### config.mk
export PLATFORM = sky130hd
export DESIGN_NAME = uart_ctrl
export DESIGN_NICKNAME = d
export VERILOG_FILES = /design/src/rtl/uart_ctrl.sv
export SDC_FILE = /design/constraint.sdc
export NUM_CORES = 1
export LEC_CHECK = 0
export BUFFER_PORTS_ARGS = -buffer_cell sky130_fd_sc_hd__buf_2
export CAP_MARGIN = 40
export CORE_MARGIN = 2
export CORE_UTILIZATION = 44
export DETAILED_ROUTE_END_ITERATION = 12
export REMOVE_ABC_BUFFERS = 1
export SYNTH_ARGS = -nofsm -noshare
export SYNTH_HDL_FRONTEND = slang
export SYNTH_SLANG_ARGS = --single-unit
export TNS_END_PERCENT = 10
### constraint.sdc
create_clock -name clk -period 6.8 [get_ports clk]
set_input_delay 0.34 -clock clk [delete_from_list [all_inputs] [get_ports clk]]
set_output_delay 0.34 -clock clk [all_outputs]
set_load 0.02 [all_outputs]
### src/rtl/uart_ctrl.sv
// uart_ctrl: CPU-side controller for an 8-bit UART datapath.
// Holds TX/RX FIFOs, a TX sequencing FSM, status/control registers and irq.
// Optional loopback path: define UART_CTRL_LOOPBACK_EN to build it.
// Ports:
//   clk, rst             clock, async active-high reset
//   cs, we, addr, wdata  CPU bus (addr 0 DATA, 1 STATUS, 2 CTRL, 3 reserved)
//   rdata                registered read data, irq level interrupt
//   uart_tx_en/rx_en     UART enables from CTRL
//   uart_begin_flag      one-cycle start pulse, uart_tx_data held byte
//   uart_busy_flag       transmitter busy
//   uart_rx_data         received byte, uart_receive_flag completion flag
module uart_ctrl #(
    parameter int FIFO_DEPTH   = 4,
    parameter int BUSY_TIMEOUT = 16
) (
    input  logic       clk,
    input  logic       rst,
    input  logic       cs,
    input  logic       we,
    input  logic [1:0] addr,
    input  logic [7:0] wdata,
    output logic [7:0] rdata,
    output logic       irq,
    output logic       uart_tx_en,
    output logic       uart_rx_en,
    output logic       uart_begin_flag,
    output logic [7:0] uart_tx_data,
    input  logic       uart_busy_flag,
    input  logic [7:0] uart_rx_data,
    input  logic       uart_receive_flag
);

    localparam int AW = $clog2(FIFO_DEPTH);
    localparam int TW = $clog2(BUSY_TIMEOUT + 1);

    typedef enum logic [1:0] {
        IDLE,
        START,
        WAIT_BUSY,
        WAIT_DONE
    } state_t;

    state_t state, state_nx;

    logic [3:0]    ctrl;
    logic          loopback;
    logic          overrun;
    logic [TW-1:0] tcnt;

    logic [7:0]  tx_mem [FIFO_DEPTH];
    logic [AW-1:0] tx_wptr, tx_rptr;
    logic [AW:0]   tx_cnt;
    logic [7:0]  rx_mem [FIFO_DEPTH];
    logic [AW-1:0] rx_wptr, rx_rptr;
    logic [AW:0]   rx_cnt;

    logic rx_flag_q;
    logic tx_full, tx_empty, rx_full, rx_empty, tx_idle;
    logic tx_go, tx_pop, tx_push;
    logic lb_push, rx_push_req, rx_push, rx_pop, ovr_set;
    logic wr_data, rd_data, wr_stat, wr_ctrl, rd;
    logic [7:0] rx_wdata, status;

    assign wr_data = cs & we & (addr == 2'd0);
    assign rd_data = cs & ~we & (addr == 2'd0);
    assign wr_stat = cs & we & (addr == 2'd1);
    assign wr_ctrl = cs & we & (addr == 2'd2);
    assign rd      = cs & ~we;

    assign tx_full  = (tx_cnt == (AW+1)'(FIFO_DEPTH));
    assign tx_empty = (tx_cnt == '0);
    assign rx_full  = (rx_cnt == (AW+1)'(FIFO_DEPTH));
    assign rx_empty = (rx_cnt == '0);
    assign tx_idle  = (state == IDLE) & tx_empty;

    assign status = {3'b000, tx_idle, overrun, ~rx_empty, tx_empty, tx_full};

    assign uart_tx_en = ctrl[0];
    assign uart_rx_en = ctrl[1];
    assign irq = (ctrl[2] & (~rx_empty | overrun)) | (ctrl[3] & tx_idle);

`ifdef UART_CTRL_LOOPBACK_EN
    always_ff @(posedge clk or posedge rst) begin
        if (rst)
            loopback <= 1'b0;
        else if (wr_ctrl)
            loopback <= wdata[4];
    end
    assign lb_push = loopback & (state == START);
`else
    assign loopback = 1'b0;
    assign lb_push  = 1'b0;
`endif

    // Loopback drains the TX FIFO even with tx_enable clear, since no
    // UART transfer is involved.
    assign tx_go   = (ctrl[0] | loopback) & ~tx_empty;
    assign tx_push = wr_data & (~tx_full | tx_pop);

    assign rx_pop      = rd_data & ~rx_empty;
    assign rx_push_req = lb_push | (uart_receive_flag & ~rx_flag_q & ctrl[1]);
    assign rx_push     = rx_push_req & (~rx_full | rx_pop);
    assign ovr_set     = rx_push_req & rx_full & ~rx_pop;
    assign rx_wdata    = lb_push ? uart_tx_data : uart_rx_data;

    // FSM state register
    always_ff @(posedge clk or posedge rst) begin
        if (rst)
            state <= IDLE;
        else
            state <= state_nx;
    end

    // FSM next state
    always_comb begin
        state_nx = state;
        unique case (state)
            IDLE:      if (tx_go) state_nx = START;
            START:     state_nx = loopback ? IDLE : WAIT_BUSY;
            WAIT_BUSY: begin
                if (uart_busy_flag)
                    state_nx = WAIT_DONE;
                else if (tcnt == TW'(BUSY_TIMEOUT - 1))
                    state_nx = IDLE;
            end
            WAIT_DONE: if (!uart_busy_flag) state_nx = IDLE;
            default:   state_nx = IDLE;
        endcase
    end

    // FSM outputs
    always_comb begin
        tx_pop          = 1'b0;
        uart_begin_flag = 1'b0;
        unique case (state)
            IDLE:    tx_pop = tx_go;
            START:   uart_begin_flag = ~loopback;
            default: ;
        endcase
    end

    always_ff @(posedge clk or posedge rst) begin
        if (rst)
            tcnt <= '0;
        else if (state == START)
            tcnt <= '0;
        else if (state == WAIT_BUSY)
            tcnt <= tcnt + TW'(1);
    end

    always_ff @(posedge clk or posedge rst) begin
        if (rst) begin
            ctrl         <= '0;
            overrun      <= 1'b0;
            rx_flag_q    <= 1'b0;
            uart_tx_data <= '0;
            rdata        <= '0;
        end else begin
            rx_flag_q <= uart_receive_flag;
            if (wr_ctrl)
                ctrl <= wdata[3:0];
            if (ovr_set)
                overrun <= 1'b1;
            else if (wr_stat && wdata[3])
                overrun <= 1'b0;
            if (tx_pop)
                uart_tx_data <= tx_mem[tx_rptr];
            if (rd) begin
                unique case (addr)
                    2'd0: rdata <= rx_empty ? 8'h00 : rx_mem[rx_rptr];
                    2'd1: rdata <= status;
                    2'd2: rdata <= {3'b000, loopback, ctrl};
                    default: rdata <= 8'h00;
                endcase
            end
        end
    end

    always_ff @(posedge clk) begin
        if (tx_push)
            tx_mem[tx_wptr] <= wdata;
        if (rx_push)
            rx_mem[rx_wptr] <= rx_wdata;
    end

    always_ff @(posedge clk or posedge rst) begin
        if (rst) begin
            tx_wptr <= '0;
            tx_rptr <= '0;
            tx_cnt  <= '0;
            rx_wptr <= '0;
            rx_rptr <= '0;
            rx_cnt  <= '0;
        end else begin
            if (tx_push) tx_wptr <= tx_wptr + AW'(1);
            if (tx_pop)  tx_rptr <= tx_rptr + AW'(1);
            if (tx_push && !tx_pop)
                tx_cnt <= tx_cnt + (AW+1)'(1);
            else if (tx_pop && !tx_push)
                tx_cnt <= tx_cnt - (AW+1)'(1);
            if (rx_push) rx_wptr <= rx_wptr + AW'(1);
            if (rx_pop)  rx_rptr <= rx_rptr + AW'(1);
            if (rx_push && !rx_pop)
                rx_cnt <= rx_cnt + (AW+1)'(1);
            else if (rx_pop && !rx_push)
                rx_cnt <= rx_cnt - (AW+1)'(1);
        end
    end

endmodule
==> metrics.csv <==
stage,metric,value,unit
run_status,status,finished clean,
synthesis,ys.warnings.count,0,
grt,grt_pass1_wl,12500,um
synthesis,synth_top_family_by_area,multiplexers,
timing,finalWorstSetupSlack,4.11,ns
critical_path,reg2reg_from,state[0]$_DFFE_PP0P_,
synthesis,ys_seq_area_share,66.4,%
floorplan,core_area,0.00986,mm^2
floorplan,rows,36,
timing,slew_viol_final,0,
timing,final_hold_viol_count,0,
grt,grt_usage,15.0,%
synthesis,synth-edff-count,64,
route,vias,2363,
route,ant_nets,0,
route,viasPerCell,5.11,
place,io_buffers,43,
critical_path,cp-start-kind,flop,
route,wl_per_cell,16.7,um
cts,cts_resized,0,
critical_path,reg2reg_to,tx_cnt[2]$_DFFE_PP0P_,
cts,cts_htree_levels,3,
pwr,leakagePower,1.99,nW
critical_path,critPathArrivalTime,2.97,ns
synthesis,synth_compound_area_share,5.51,%
cells_and_area,multi_input_area,0.00144,mm^2
place,dpl.hpwl,5380,um
timing,tightest_slew,0.598,ns
timing,fin_crit,2.69,ns
route,first_pass_iters,4,
route,drc_errors,0,
pwr,ir_worst_vdd,0.185,mV
cts,clkLatencyLatePin,0.36,ns
synthesis,syn_area,0.00452,mm^2
route,initialDrtViolationCount,97,
synthesis,synth.avg_cell_area,16.5,um^2
pwr,p_total,1.93,mW
cts,cts_hold_buf,1,
pwr,p_per_area,375,mW/mm^2
cells_and_area,final_area,0.00514,mm^2
timing,fin_worst_skew,0.0104,ns
timing,fmax,372,MHz
cts,clock_sink_count,107,
timing,period_share,39.6,%
synthesis,synth_cell_types,45,
flow_run,max_cap_violations,0,
grt,grt_pass1_vias,2366,
cts,cts-buffers-inserted,9,
min_path,holdPathEnd,rx_flag_q$_DFF_PP0_,
synthesis,yosys_register_bits,107,
critical_path,required,7.08,ns
floorplan,start_util,45.8,%
critical_path,worstPathMaxFanout,7,
timing,hold_slack,0.107,ns
timing,finalSetupViolations,0,
route,routed_wl,7710,um
place,dp_slack,4.14,ns
synthesis,syn_inst,273,
cts,cts_max_path_buffers,2,
cells_and_area,final_common_cell,edfxtp_1,
grt,grt_max_degree,30,
grt,antenna_found_initial,0,
min_path,min_path_type,in -> reg,
timing,rsz0062_at_grt,no,
timing,max_slew_margin,60.1,%
critical_path,critical_path_class,reg -> reg,
cts,cts.root.buffer_cell,clkbuf_8,
cells_and_area,seq_area,0.00300,mm^2
critical_path,end_kind,flop,
critical_path,rrSetupSlack,4.11,ns
timing,setup_tns,0,ns
cells_and_area,final_util,52.1,%
synthesis,ys_async_sr_fraction,40.2,%
cts,cts_tree,done,
synthesis,synthMuxAreaShare,12.5,%
min_path,min_path_cells,1,
cells_and_area,nNetsFinal,366,
cells_and_area,syn_to_final_growth,13.8,%
cells_and_area,mostFrequentLayoutCells,"edfxtp_1 (64), dfrtp_1 (43), buf_2 (43)",
cells_and_area,layout-drive-gt1-share,29.2,%
cts,cts_setup_buffers,0,
synthesis,synth_fa_ha_area_share,5.32,%
critical_path,reg2regPathDepth,10,
cells_and_area,fill_cells,813,
floorplan,die_h,105,um
cells_and_area,instances_no_fill,462,
floorplan,die_area,0.0111,mm^2
synthesis,synthFlopType,edfxtp_1,
place,dp_cells,445,
cts,clk_pin_slew,0.09,ns
floorplan,io-pin-count,44,
min_path,worstHoldStart,uart_receive_flag,
cells_and_area,diodes,0,
floorplan,die_w,105,um
synthesis,synth_xor_area_share,2.33,%
synthesis,yosys.area_share.simple,6.07,%
grt,globalRoute.totalOverflow,0,
place,place.gp.congestion,0.775,
place,placed_area,0.00491,mm^2
per-layer routing:
layer | track usage [%] | vias up | routed length (um)
met5 | 0 | - | 0
met4 | 3.14 | 0 | 61
met3 | 4.95 | 5 | 331
met2 | 23.2 | 42 | 3620
met1 | 20.7 | 1183 | 3700
li1 | - | 1133 | -
report_power, final:
part | switching [mW] | internal [mW]
Sequential | 0.147 | 0.811
Combinational | 0.266 | 0.284
Clock | 0.208 | 0.211
Total | 0.621 | 1.31
cells by family after synthesis:
logic type / count (synthesis)
AO/OA/AOI/OAI: 30
buffers and inverters: 22
multiplexers: 34
adder cells (fa/ha/maj): 18
AND/OR/NAND/NOR: 50
XOR/XNOR: 12
flip-flops: 107
state kept, by name (all words and copies together), names as in the netlist:
name          count
rx_wptr           2
rx_rptr           2
tcnt              5
state             2
ctrl              4
rx_cnt            3
tx_rptr           2
tx_wptr           2
uart_tx_data      8
tx_mem           32
tx_cnt            3
rdata             8
rx_flag_q         1
rx_mem           32
overrun           1
how the worst max path moves through the flow:
stage | depth (start not counted) | end | from | slack [ns]
final | 10 | tx_cnt[2]$_DFFE_PP0P_ | state[0]$_DFFE_PP0P_ | 4.11
after global routing | 10 | tx_cnt[2]$_DFFE_PP0P_ | state[1]$_DFFE_PP0P_ | 3.93
after detailed placement | 10 | tx_cnt[2]$_DFFE_PP0P_ | state[0]$_DFFE_PP0P_ | 4.14
after global placement | 7 | tx_cnt[2]$_DFFE_PP0P_ | tx_cnt[0]$_DFFE_PP0P_ | 4.12
after CTS | 10 | tx_cnt[2]$_DFFE_PP0P_ | state[0]$_DFFE_PP0P_ | 4.11
after floorplan | 7 | tx_cnt[2]$_DFFE_PP0P_ | tx_cnt[0]$_DFFE_PP0P_ | 3.65
cells in the mapped netlist (2+ instances only):
cell type	instances	area (um^2)
a21oi_1	3	15.0
a22o_1	4	35.0
a22oi_1	3	22.5
a31oi_1	2	12.5
and2_1	9	56.3
and3_1	2	12.5
buf_1	2	7.51
buf_2	3	15.0
dfrtp_1	43	1080
edfxtp_1	64	1920
fa_1	2	40.0
ha_1	16	200
inv_1	16	60.1
mux2_2	15	169
mux2i_1	2	20.0
mux4_2	16	360
nand2_1	11	41.3
nand2b_1	2	12.5
nand3_1	6	30.0
nand4_1	4	25.0
nor2_1	6	22.5
nor2b_1	3	18.8
nor3b_1	2	15.0
o21ai_0	5	25.0
o221ai_1	2	17.5
xnor2_1	7	61.3
xor2_1	5	43.8
worst max-delay path, stage by stage, from the launching register on:
cell and delay [ns]:
dfrtp_1 0.41, inv_1 0.12, ha_1 0.34, nand2_1 0.14
a2111oi_4 0.49, ha_1 0.27, inv_1 0.06, fa_1 0.37
xor2_1 0.15, nor2_1 0.11, xor2_1 0.16
area by class of cell:
type                            instances  share of cell area, %
Sequential cell                       107                   58.3
Multi-Input combinational cell        144                   28.0
Timing Repair Buffer                   46                   4.99
Tap cell                              133                   3.24
Clock buffer                           11                   2.56
Clock inverter                          5                   1.68
Inverter                               16                   1.17
Note: power is estimated with default switching activity, not from simulation.
